**src/rtl/wb_cmd_master.sv**
```systemverilog
// wb_cmd_master -- turns single commands into classic Wishbone cycles.
//
// One command at a time: accept on cmd_valid & cmd_ready, run one Wishbone
// cycle (cyc_o = stb_o), reissue after rty_i with a one-cycle gap up to
// MAX_RETRY times, then hold the response until rsp_ready.
//
// Ports:
//   clk_i, reset_n            clock, synchronous active-low reset
//   cmd_valid/cmd_ready       command handshake; cmd_we/adr/dat/sel fields
//   rsp_valid/rsp_ready       response handshake; rsp_dat, rsp_status
//                             (0 ok, 1 err, 2 retry exhausted, 3 timeout)
//   cyc_o/stb_o/we_o/adr_o/dat_o/sel_o   Wishbone master outputs
//   dat_i, ack_i, err_i, rty_i           Wishbone slave inputs
//
// Optional feature: define WB_CMD_MASTER_TIMEOUT_EN to enable a bus watchdog
// that ends a cycle with status 3 after TIMEOUT_CYCLES BUS cycles with no
// termination. Without it the master waits on the slave indefinitely.

module wb_cmd_master #(
    parameter int DATA_WIDTH     = 32,
    parameter int SELECT_WIDTH   = 4,
    parameter int ADDR_WIDTH     = 32,
    parameter int MAX_RETRY      = 3,
    parameter int TIMEOUT_CYCLES = 255
) (
    input  logic                    clk_i,
    input  logic                    reset_n,
    input  logic                    cmd_valid,
    output logic                    cmd_ready,
    input  logic                    cmd_we,
    input  logic [ADDR_WIDTH-1:0]   cmd_adr,
    input  logic [DATA_WIDTH-1:0]   cmd_dat,
    input  logic [SELECT_WIDTH-1:0] cmd_sel,
    output logic                    rsp_valid,
    input  logic                    rsp_ready,
    output logic [DATA_WIDTH-1:0]   rsp_dat,
    output logic [1:0]              rsp_status,
    output logic                    cyc_o,
    output logic                    stb_o,
    output logic                    we_o,
    output logic [ADDR_WIDTH-1:0]   adr_o,
    output logic [DATA_WIDTH-1:0]   dat_o,
    output logic [SELECT_WIDTH-1:0] sel_o,
    input  logic [DATA_WIDTH-1:0]   dat_i,
    input  logic                    ack_i,
    input  logic                    err_i,
    input  logic                    rty_i
);

    typedef enum logic [1:0] {IDLE, BUS, BACKOFF, RESP} state_t;

    localparam logic [1:0] ST_OK      = 2'd0;
    localparam logic [1:0] ST_ERR     = 2'd1;
    localparam logic [1:0] ST_RTY     = 2'd2;
    localparam logic [1:0] ST_TIMEOUT = 2'd3;

    // At least one bit so MAX_RETRY=0 still elaborates.
    localparam int RW = (MAX_RETRY > 0) ? $clog2(MAX_RETRY + 1) : 1;
    localparam logic [RW-1:0] RETRY_LIM = RW'(MAX_RETRY);

    state_t        state, state_nx;
    logic [RW-1:0] retry_cnt;
    logic          retry_ok;
    logic          tmo_hit;

    assign retry_ok  = (retry_cnt < RETRY_LIM);
    assign cmd_ready = (state == IDLE);
    assign rsp_valid = (state == RESP);
    assign cyc_o     = (state == BUS);
    assign stb_o     = (state == BUS);

`ifdef WB_CMD_MASTER_TIMEOUT_EN
    localparam int TW = (TIMEOUT_CYCLES > 1) ? $clog2(TIMEOUT_CYCLES + 1) : 1;
    localparam logic [TW-1:0] TMO_LAST = TW'(TIMEOUT_CYCLES - 1);

    logic [TW-1:0] tmo_cnt;

    // Counts completed BUS cycles of the current attempt; held at zero
    // outside BUS, so every entry into BUS starts a fresh window.
    always_ff @(posedge clk_i) begin
        if (!reset_n) begin
            tmo_cnt <= '0;
        end else if (state != BUS) begin
            tmo_cnt <= '0;
        end else begin
            tmo_cnt <= tmo_cnt + 1'b1;
        end
    end

    // High on the last permitted BUS cycle.
    assign tmo_hit = (tmo_cnt == TMO_LAST);
`else
    // Watchdog absent: constant false, TIMEOUT_CYCLES has no effect.
    assign tmo_hit = (TIMEOUT_CYCLES < 0);
`endif

    always_ff @(posedge clk_i) begin
        if (!reset_n) begin
            state <= IDLE;
        end else begin
            state <= state_nx;
        end
    end

    // Termination priority: err_i > ack_i > rty_i > watchdog.
    always_comb begin
        state_nx = state;
        case (state)
            IDLE:    if (cmd_valid) state_nx = BUS;
            BUS: begin
                if (err_i || ack_i)  state_nx = RESP;
                else if (rty_i)      state_nx = retry_ok ? BACKOFF : RESP;
                else if (tmo_hit)    state_nx = RESP;
            end
            BACKOFF: state_nx = BUS;
            RESP:    if (rsp_ready) state_nx = IDLE;
            default: state_nx = IDLE;
        endcase
    end

    always_ff @(posedge clk_i) begin
        if (!reset_n) begin
            we_o       <= 1'b0;
            adr_o      <= '0;
            dat_o      <= '0;
            sel_o      <= '0;
            retry_cnt  <= '0;
            rsp_dat    <= '0;
            rsp_status <= ST_OK;
        end else begin
            if (state == IDLE && cmd_valid) begin
                // Bus fields are frozen here for the whole command.
                we_o      <= cmd_we;
                adr_o     <= cmd_adr;
                dat_o     <= cmd_dat;
                sel_o     <= cmd_sel;
                retry_cnt <= '0;
            end
            if (state == BUS) begin
                if (err_i) begin
                    rsp_status <= ST_ERR;
                    rsp_dat    <= '0;
                end else if (ack_i) begin
                    rsp_status <= ST_OK;
                    rsp_dat    <= we_o ? '0 : dat_i;
                end else if (rty_i) begin
                    if (retry_ok) begin
                        retry_cnt <= retry_cnt + 1'b1;
                    end else begin
                        rsp_status <= ST_RTY;
                        rsp_dat    <= '0;
                    end
                end else if (tmo_hit) begin
                    rsp_status <= ST_TIMEOUT;
                    rsp_dat    <= '0;
                end
            end
        end
    end

endmodule

```
**config.mk**
```make
export PLATFORM = sky130hd
export DESIGN_NAME = wb_cmd_master
export DESIGN_NICKNAME = d
export VERILOG_FILES = /design/src/rtl/wb_cmd_master.sv
export SDC_FILE = /design/constraint.sdc
export NUM_CORES = 1
export LEC_CHECK = 0
export BUFFER_PORTS_ARGS = -buffer_cell sky130_fd_sc_hd__buf_2
export CAP_MARGIN = 20
export CORE_ASPECT_RATIO = 0.6
export CORE_MARGIN = 5
export CORE_UTILIZATION = 41
export CTS_CLUSTER_DIAMETER = 150
export DETAILED_ROUTE_END_ITERATION = 7
export PLACE_DENSITY_LB_ADDON = 0.2
export SLEW_MARGIN = 20
export SYNTH_ARGS = -nofsm -noshare
export SYNTH_HDL_FRONTEND = slang
export SYNTH_SLANG_ARGS = --single-unit
```
**constraint.sdc**
```tcl
create_clock -name clk_i -period 1.4 [get_ports clk_i]
set_input_delay 0.14 -clock clk_i [delete_from_list [all_inputs] [get_ports clk_i]]
set_output_delay 0.14 -clock clk_i [all_outputs]
set_load 0.02 [all_outputs]
```
== Word level (Yosys, flattened, before mapping) ==
Index checks and enable logic that the tools add are counted.

* Input bits: 108
* Bits in registers: 107
* Output and inout port bits: 107
* Logic and storage cells: 44

* Equality and inequality tests: 7
* Add/sub/neg operators: 1
* Reductions and logical operators: 6
* Order comparisons: 1
* Muxes and demuxes: 21

{| class="wikitable"
|+ Operator list
! kind !! count
|-
| $mux 32 || 5
|-
| $mux 2 || 14
|-
| $pmux 2 s4 || 1
|-
| $reduce_and 3->1 || 2
|-
| $eq 2x2->1 const B || 2
|-
| $ne 3x1->1 const B || 1
|-
| $ne 3x3->1 const B || 1
|-
| $reduce_bool 3->1 || 1
|-
| $add 2x1->2 const B || 1
|-
| $eq 2x1->1 const B || 1
|-
| $logic_not 2->1 || 1
|-
| $lt 2x2->1 const B || 1
|-
| $ne 2x1->1 const B || 1
|-
| $ne 2x2->1 const B || 1
|-
| $logic_and 1x1->1 || 1
|-
| $logic_or 1x1->1 || 1
|-
| $mux 1 || 1
|}

== Logic depth before layout (Yosys ltp) ==
Gate-level depths: netlist of the first run.

* Word-level depth: 8
* Gate-level depth with buffers: 6
* Depth with buffers taken out: 4

== Least setup slack after synthesis of the first run ==
No wires, ideal clock.

* Kind: register to register
* Start point: register state[1]
* End point: register retry_cnt[0]
* Setup slack: 90 ps
* Cell stages (with the launch flop): 7
* Arrival: 1,188 ps
* Required time: 1,278 ps
* Library setup time: 122 ps
* Buffers on the path: 3
* Period minus slack after synthesis: 1,310 ps
* Path through: dfxtp_1 > buf_6 > or3b_1 > buf_6 > buf_6 > nand3_1 > mux2i_1

* Cells in the longest elaborated chain, start to end: 8
* Elaborated cells between the ends (all ways): 9
* Classes of those cells: 1 x eq/ne; 6 x mux; 2 x reduce/logical

{| class="wikitable"
|+ RTL lines
! what !! line !! text
|-
| from (decl) || 61 || <nowiki>state_t state, state_nx;</nowiki>
|-
| from (signal assigned) || 101 || <nowiki>state <= state_nx;</nowiki>
|-
| $logic_not 2->1 || 131 || <nowiki>if (state == IDLE && cmd_valid) begin</nowiki>
|-
| $logic_and 1x1->1 || 131 ||
|-
| $mux 2 || 131 ||
|-
| $mux 2 || 147 || <nowiki>if (retry_ok) begin</nowiki>
|-
| $mux 2 || 146 || <nowiki>end else if (rty_i) begin</nowiki>
|-
| $mux 2 || 143 || <nowiki>end else if (ack_i) begin</nowiki>
|-
| $mux 2 || 140 || <nowiki>if (err_i) begin</nowiki>
|-
| $mux 2 (*) || 139 || <nowiki>if (state == BUS) begin</nowiki>
|-
| to (signal assigned) || 148 || <nowiki>retry_cnt <= retry_cnt + 1'b1;</nowiki>
|-
| to (decl) || 62 || <nowiki>logic [RW-1:0] retry_cnt;</nowiki>
|}

Mark *: on every way between the ends. The rest lies on a longest branch, timed or not.
A chain may end at the register's enable or synchronous reset.

== Worst setup path in the final report of the first run ==
* Start point: register state[0]
* End point: register adr_o[25]

* Cells in the longest elaborated chain, start to end: 2

{| class="wikitable"
|+ RTL lines
! what !! line !! text
|-
| $logic_not 2->1 || 131 ||
|-
| $logic_and 1x1->1 || 131 ||
|-
| to (signal assigned) || 134 || <nowiki>adr_o <= cmd_adr;</nowiki>
|-
| to (decl) || 41 || <nowiki>output logic [ADDR_WIDTH-1:0] adr_o,</nowiki>
|}

No other way between the ends.

==> flow_summary_export.csv, run 1 <==
group,metric,value,unit
grt,grt_max_degree,111,
yosys,synthesis.nets,583,
floorplan,die_area,12500,µm²
status,status,"completed",
layout,area_delta_synth_final,40.6,%
floorplan,ios,215,
grt,grt_pass1_vias,3724,
yosys,ys_types,28,
sta,worst_pin_slew,0.438,ns
place,port_buffers,214,
yosys,synth_top_family_by_area,"simple AND/OR/NAND/NOR gates",
clock_network,insertion_delay,0.34,ns
worst_setup_path,start_kind,"flip-flop",
layout,nFillCells,927,
grt,grt_pass1_wl,18100,µm
detailed_routing,vias,3885,
place,place_ws,0.0182,ns
floorplan,coreArea,9950,µm²
worst_setup_path,crit_path_end_kind,"flip-flop",
sta,period_needed,1.35,ns
yosys,synth.mux.area_fraction,8.06,%
clock_network,postCtsHoldBufs,0,
floorplan,die_h,88.6,µm
yosys,avgSynthCellArea,8.90,µm²
detailed_routing,wl,12100,µm
detailed_routing,drc_errors,0,
grt,grtUsageTotal,17.9,%
yosys,synth_area_leaders,"dfxtp_1, nand2_1, mux2i_1, a21boi_0, a21boi_1",
grt,antenna_found_initial,0,
sta,slew_headroom,70.8,%
sta,fin_crit_sh,96.6,%
worst_setup_path,worstPathRequired,1.65,ns
detailed_routing,wire_per_inst,14.7,µm
sta,setup_viol,0,
yosys,synth-simple-area-share,20.9,%
yosys,seq_area_frac_synth,50.8,%
yosys,netlist.area_leader.share,50.8,%
clock_network,cts_buffers,9,
yosys,synth_warnings,0,
sta,fmax,739,MHz
pwr,powerDensity,1190,nW/µm²
yosys,synth_adder_area_share,0.296,%
detailed_routing,drtIter0Drc,142,
yosys,yosys.area.top_type,"dfxtp_1",
detailed_routing,ant_nets,0,
pwr,finalPower,7.04,mW
min_path,holdCritPathClass,"primary input to flip-flop",
yosys,synthesis.area,4220,µm²
worst_setup_path,crit_arrival,1.61,ns
layout,drive_gt1_share,38.6,%
run,drv_cap,0,
yosys,ys_seq_elements,107,
worst_setup_path,crit_type,"flip-flop to flip-flop",
sta,finalHoldViolations,0,
floorplan,initial_utilization,42.4,%
clock_network,clkTransAtPathRegs,0.07,ns
clock_network,clock_path_buffers,2,
pwr,ir_worst_vdd,0.000616,V
clock_network,cts_max_level,3,
yosys,synth_cells,474,
worst_setup_path,worstPathCellList,"buf_4 > nor3b_4 > buf_12 > clkbuf_16 > nand2_1 > a21boi_0",
clock_network,clock-sinks,107,
yosys,synth_xor_area_share,0,%
detailed_routing,avgViaCountPerCell,4.71,
pwr,p_leak,2.77,nW
sta,clock-skew-final,0.00637,ns
layout,diodes,0,
detailed_routing,dr.pass1.iters,4,
layout,fin_nets,795,
floorplan,rows,28,
sta,setup_slack,0.0471,ns
sta,slew_viol_final,0,
place,dp.final_hpwl,8390,µm
clock_network,tritoncts,"yes",
place,gp_congestion,0.779,
grt,overflow,0,
floorplan,die_w,141,µm
sta,fin_setup_tns,0,ns
worst_setup_path,slowest_delay,0.31,ns
clock_network,root_buffer,"clkbuf_16",
yosys,synth_compound_area_share,13.4,%
worst_setup_path,cpMaxStageDelayCell,"dfxtp_1",
worst_setup_path,crit_path_max_fanout,21,
==> layout make-up <==
type                            instances  area (µm²)  area share [%]
Tap cell                              135         169            2.85
Clock inverter                          4        50.0           0.843
Timing Repair Buffer                  237        1470            24.8
Inverter                                1        3.75          0.0633
Clock buffer                           11         253            4.26
Sequential cell                       107        2150            36.2
Multi-Input combinational cell        330        1840            31.0
==> cell usage after synthesis <==
cell and number:
nand3_1 2, nand4b_1 1, a21oi_4 1, a21boi_1 28
inv_1 1, buf_4 3, ha_1 1, a221oi_1 1
buf_12 3, buf_2 8, nand2_1 207, buf_6 9
nor3_1 1, dfxtp_1 107, mux2i_1 34, o22ai_1 1
and3_1 1, clkbuf_1 13, nand2b_1 1, nor3b_4 1
a21boi_0 41, a21oi_1 1, o221a_2 1, nand2b_4 1
nor2_1 3, and2_2 1, or3b_1 1, nor4bb_1 1
==> layer usage <==
layer  vias up  routed length (µm)  GRT usage, %
met2       134                5660          29.6
met5         -                   0             0
met4         0                 153          5.54
li1       1946                   -             -
met1      1791                5150          21.8
met3        14                1140          7.02
==> kinds of logic after synthesis <==
family,after synthesis
and+or+nand+nor,221
DFF,107
AOI/OAI and AO/OA,74
buffers and inverters,37
muxes,34
adders and majority gates,1
==> state kept, by name (all words and copies together), names as in the netlist <==
name	count
adr_o	32
dat_o	32
rsp_dat	32
sel_o	4
retry_cnt	2
rsp_status	2
state	2
we_o	1
==> per-stage QoR <==
stage | util [%] | area, µm² | hold WS (ns) | instances
global route | 59.6 | 5930 | 0.0292 | 825
floorplan | - | 4220 | 0.249 | 474
global placement | 54.1 | 5390 | 0.379 | 800
CTS | 57.6 | 5730 | 0.0108 | 818
finish | 59.6 | 5930 | 0.0260 | 825
detailed placement | 54.1 | 5390 | 0.389 | 800
==> path summary, 6_finish.rpt <==
kind	end	cells after the start	slack (ns)	startpoint
setup / recovery	adr_o[25]	6	0.05	state[0]
hold / removal	state[1]	2	0.03	rsp_ready
setup reg to reg	adr_o[25]	6	0.05	state[0]
hold reg to reg	adr_o[20]	2	0.45	adr_o[20]
==> what timing repair did <==
item / CTS / global route
setup buffers: 3 / 2
gates cloned: 0 / 6
endpoints found under the hold margin: 0 / 0
gates resized for setup: 8 / 15
setup endpoints to repair: 4 / 73
pin swaps: 1 / 2
==> critical path, delay by kind of cell (launching register included) <==
| family | cells | cell delay (ns) |
|---|---|---|
| and+or+nand+nor | 2 | 0.29 |
| DFF | 1 | 0.31 |
| buffers and inverters | 3 | 0.49 |
| AOI/OAI and AO/OA | 1 | 0.18 |
==> placed cells by master, fill, tap and decap left out <==
cell type	instances
buf_2	211
nand2_1	206
dfxtp_1	104
a21boi_0	36
a21boi_1	33
mux2i_1	33
clkbuf_16	14
buf_12	9
buf_6	6
buf_4	6
nor2_1	3
dfxtp_2	3
nand3_1	2
clkbuf_8	2
clkinvlp_4	2
nand2b_4	1
inv_2	1
and2_4	1
nor3b_4	1
or3b_4	1
nand2b_1	1
nand4b_1	1
nor4bb_4	1
nand2_2	1
a21oi_4	1
o221a_2	1
mux2i_2	1
nor3_1	1
a21oi_1	1
and3_1	1
o22ai_1	1
a221oi_1	1
ha_4	1
clkinv_2	1
bufinv_16	1
==> report_power, final <==
part / leakage (nW) / total [mW] / internal (mW) / switching (mW)
logic: 1.75 / 1.23 / 0.551 / 0.681
clock network: 0.144 / 2.53 / 1.47 / 1.06
registers: 0.874 / 3.28 / 3.20 / 0.0798
total: 2.77 / 7.04 / 5.22 / 1.82
No activity file was read; power rests on OpenSTA's default activity.
==> run 2, diff against run 1 <==
--- a/config.mk
+++ b/config.mk
@@ -12,7 +12,7 @@
 export CORE_UTILIZATION = 41
 export CTS_CLUSTER_DIAMETER = 150
 export DETAILED_ROUTE_END_ITERATION = 7
-export PLACE_DENSITY_LB_ADDON = 0.2
+export PLACE_DENSITY_LB_ADDON = 0.1
 export SLEW_MARGIN = 20
 export SYNTH_ARGS = -nofsm -noshare
 export SYNTH_HDL_FRONTEND = slang
==> flow_summary_export.csv, run 2 (synthesis results as in run 1) <==
group,metric,value,unit
pwr,power_frac_comb,16.5,%
floorplan,die_area,12500,µm²
layout,layout.cells.most_common_list,"buf_2, nand2_1, dfxtp_1, a21boi_0, mux2i_1",
sta,fin_crit_sh,95.3,%
sta,slew_viol_final,0,
layout,fin_util,59.4,%
floorplan,rows,28,
layout,reg.largest.list,"adr_o x32, dat_o x32, rsp_dat x32",
place,dp.final_hpwl,8460,µm
grt,antenna_found_initial,0,
sta,finalHoldViolations,0,
worst_setup_path,crit_path_max_fanout,7,
min_path,hold_depth,2,
layout,fin_cells,822,
clock_network,postCtsHoldBufs,0,
detailed_routing,wire_per_inst,14.7,µm
min_path,holdCritPathClass,"primary input to flip-flop",
sta,period_needed,1.33,ns
floorplan,coreArea,9950,µm²
detailed_routing,ant_nets,0,
grt,grt_pass1_vias,3594,
detailed_routing,wl,12100,µm
sta,worst_pin_slew,0.276,ns
detailed_routing,drtIter0Drc,123,
layout,fin_nets,791,
worst_setup_path,worstPathCellList,"ha_4 > nand2_2 > a21oi_4 > buf_12 > clkbuf_16 > mux2i_1",
sta,fin_setup_tns,0,ns
clock_network,cts_max_level,3,
place,gp_congestion,0.812,
worst_setup_path,r2r_cells,6,
worst_setup_path,worst_path_dominant_cell_family,"flip-flops",
pwr,p_sw,1.82,mW
pwr,p_seq_share,45.2,%
worst_setup_path,crit_arrival,1.59,ns
run,drv_cap,0,
detailed_routing,dr.pass1.iters,4,
floorplan,die_w,141,µm
pwr,ir_worst_vdd,0.000677,V
floorplan,ios,215,
detailed_routing,vias,3824,
place,port_buffers,214,
worst_setup_path,cp_num_cells,6,
layout,diodes,0,
floorplan,die_h,88.6,µm
worst_setup_path,start_kind,"flip-flop",
pwr,powerDensity,1230,nW/µm²
place,dpl_cell_area,5370,µm²
layout,post-route-cell-area,5910,µm²
clock_network,clock-sinks,107,
clock_network,insertion_delay,0.33,ns
grt,grt_max_degree,70,
sta,setup_viol,0,
layout,final_common_cell,"buf_2",
sta,slew_headroom,81.6,%
layout,drive_gt1_share,38.0,%
clock_network,clkTransAtPathRegs,0.07,ns
sta,fmax,749,MHz
worst_setup_path,crit_path_end_kind,"flip-flop",
pwr,pwr-share-clk,38.3,%
worst_setup_path,crit_buf_inv,2,
floorplan,initial_utilization,42.4,%
worst_setup_path,cpMaxStageDelayCell,"dfxtp_2",
worst_setup_path,worstPathRequired,1.66,ns
clock_network,cts_buffers,9,
pwr,p_int,5.44,mW
place,dp.cells,798,
clock_network,clock_path_buffers,2,
layout,area_delta_synth_final,40.1,%
pwr,swShare,25.0,%
worst_setup_path,crit_type,"flip-flop to flip-flop",
grt,grt_pass1_wl,17800,µm
clock_network,tritoncts,"yes",
clock_network,root_buffer,"clkbuf_16",
detailed_routing,drc_errors,0,
sta,clock-skew-final,0.00680,ns
detailed_routing,avgViaCountPerCell,4.65,
worst_setup_path,slowest_delay,0.36,ns
grt,grtUsageTotal,17.6,%
grt,overflow,0,
pwr,p_leak,2.77,nW
status,status,"completed",
[run 2: cell count changes in the layout (fill, tap and decap cells not counted), sizes merged]
cell and change:
clkinvlp -2, buf -4, clkbuf +2, bufinv +1
[run 2: worst reg2reg max path: cells and delay by family (launching register included)]
kind	cells	cell delay, ns
AOI/OAI and AO/OA	1	0.19
adders and majority gates	1	0.14
buffers and inverters	2	0.31
DFF	1	0.36
muxes	1	0.19
and+or+nand+nor	1	0.06
[run 2: power by group through the flow]
stage          clock [mW]  sequential, mW  combinational (mW)
2_1_floorplan           0            3.53               0.508
3_3_place_gp            0            3.34                1.08
3_5_place_dp            0            3.34                1.09
4_1_cts              2.86            3.28                1.09
5_1_grt              2.99            3.30                1.31
6_report             2.78            3.28                1.20
[run 2: final cells by class]
class | instances | area, µm²
Sequential cell | 107 | 2150
Clock inverter | 3 | 68.8
Multi-Input combinational cell | 330 | 1830
Timing Repair Buffer | 233 | 1420
Fill cell | 947 | 4040
Clock buffer | 13 | 270
Inverter | 1 | 3.75
Tap cell | 135 | 169
[run 2: worst paths after layout]
kind / from / slack (ns) / endpoint
setup / recovery: retry_cnt[0] / 0.07 / rsp_dat[29]
hold / removal: rsp_ready / 0.02 / state[1]
setup reg to reg: retry_cnt[0] / 0.07 / rsp_dat[29]
hold reg to reg: adr_o[23] / 0.45 / adr_o[23]
[run 2: metrics by stage]
| step | hold WS [ns] | worst slack (ns) | power [mW] |
|---|---|---|---|
| 2_1_floorplan | 0.249 | 0.0899 | 4.03 |
| 3_3_place_gp | 0.363 | 0.0668 | 4.42 |
| 3_5_place_dp | 0.378 | 0.0235 | 4.44 |
| 4_1_cts | 0.0146 | -0.0122 | 7.23 |
| 5_1_grt | 0.0147 | -0.0395 | 7.60 |
| 6_report | 0.0184 | 0.0653 | 7.26 |
[run 2: timing repair]
| action | 4_1_cts | 5_1_grt |
|---|---|---|
| buffers inserted | 0 | 3 |
| hold endpoints to repair | 0 | 0 |
| endpoints found under the setup margin | 2 | 102 |
| pin swaps | 0 | 2 |
| cloned | 0 | 6 |
| gates resized for setup | 0 | 20 |
[run 2: per-layer routing]
metal	GRT usage, %	routed length (µm)
met5	0	0
met4	4.13	138
met3	8.48	1320
met2	28.0	5340
met1	21.7	5320
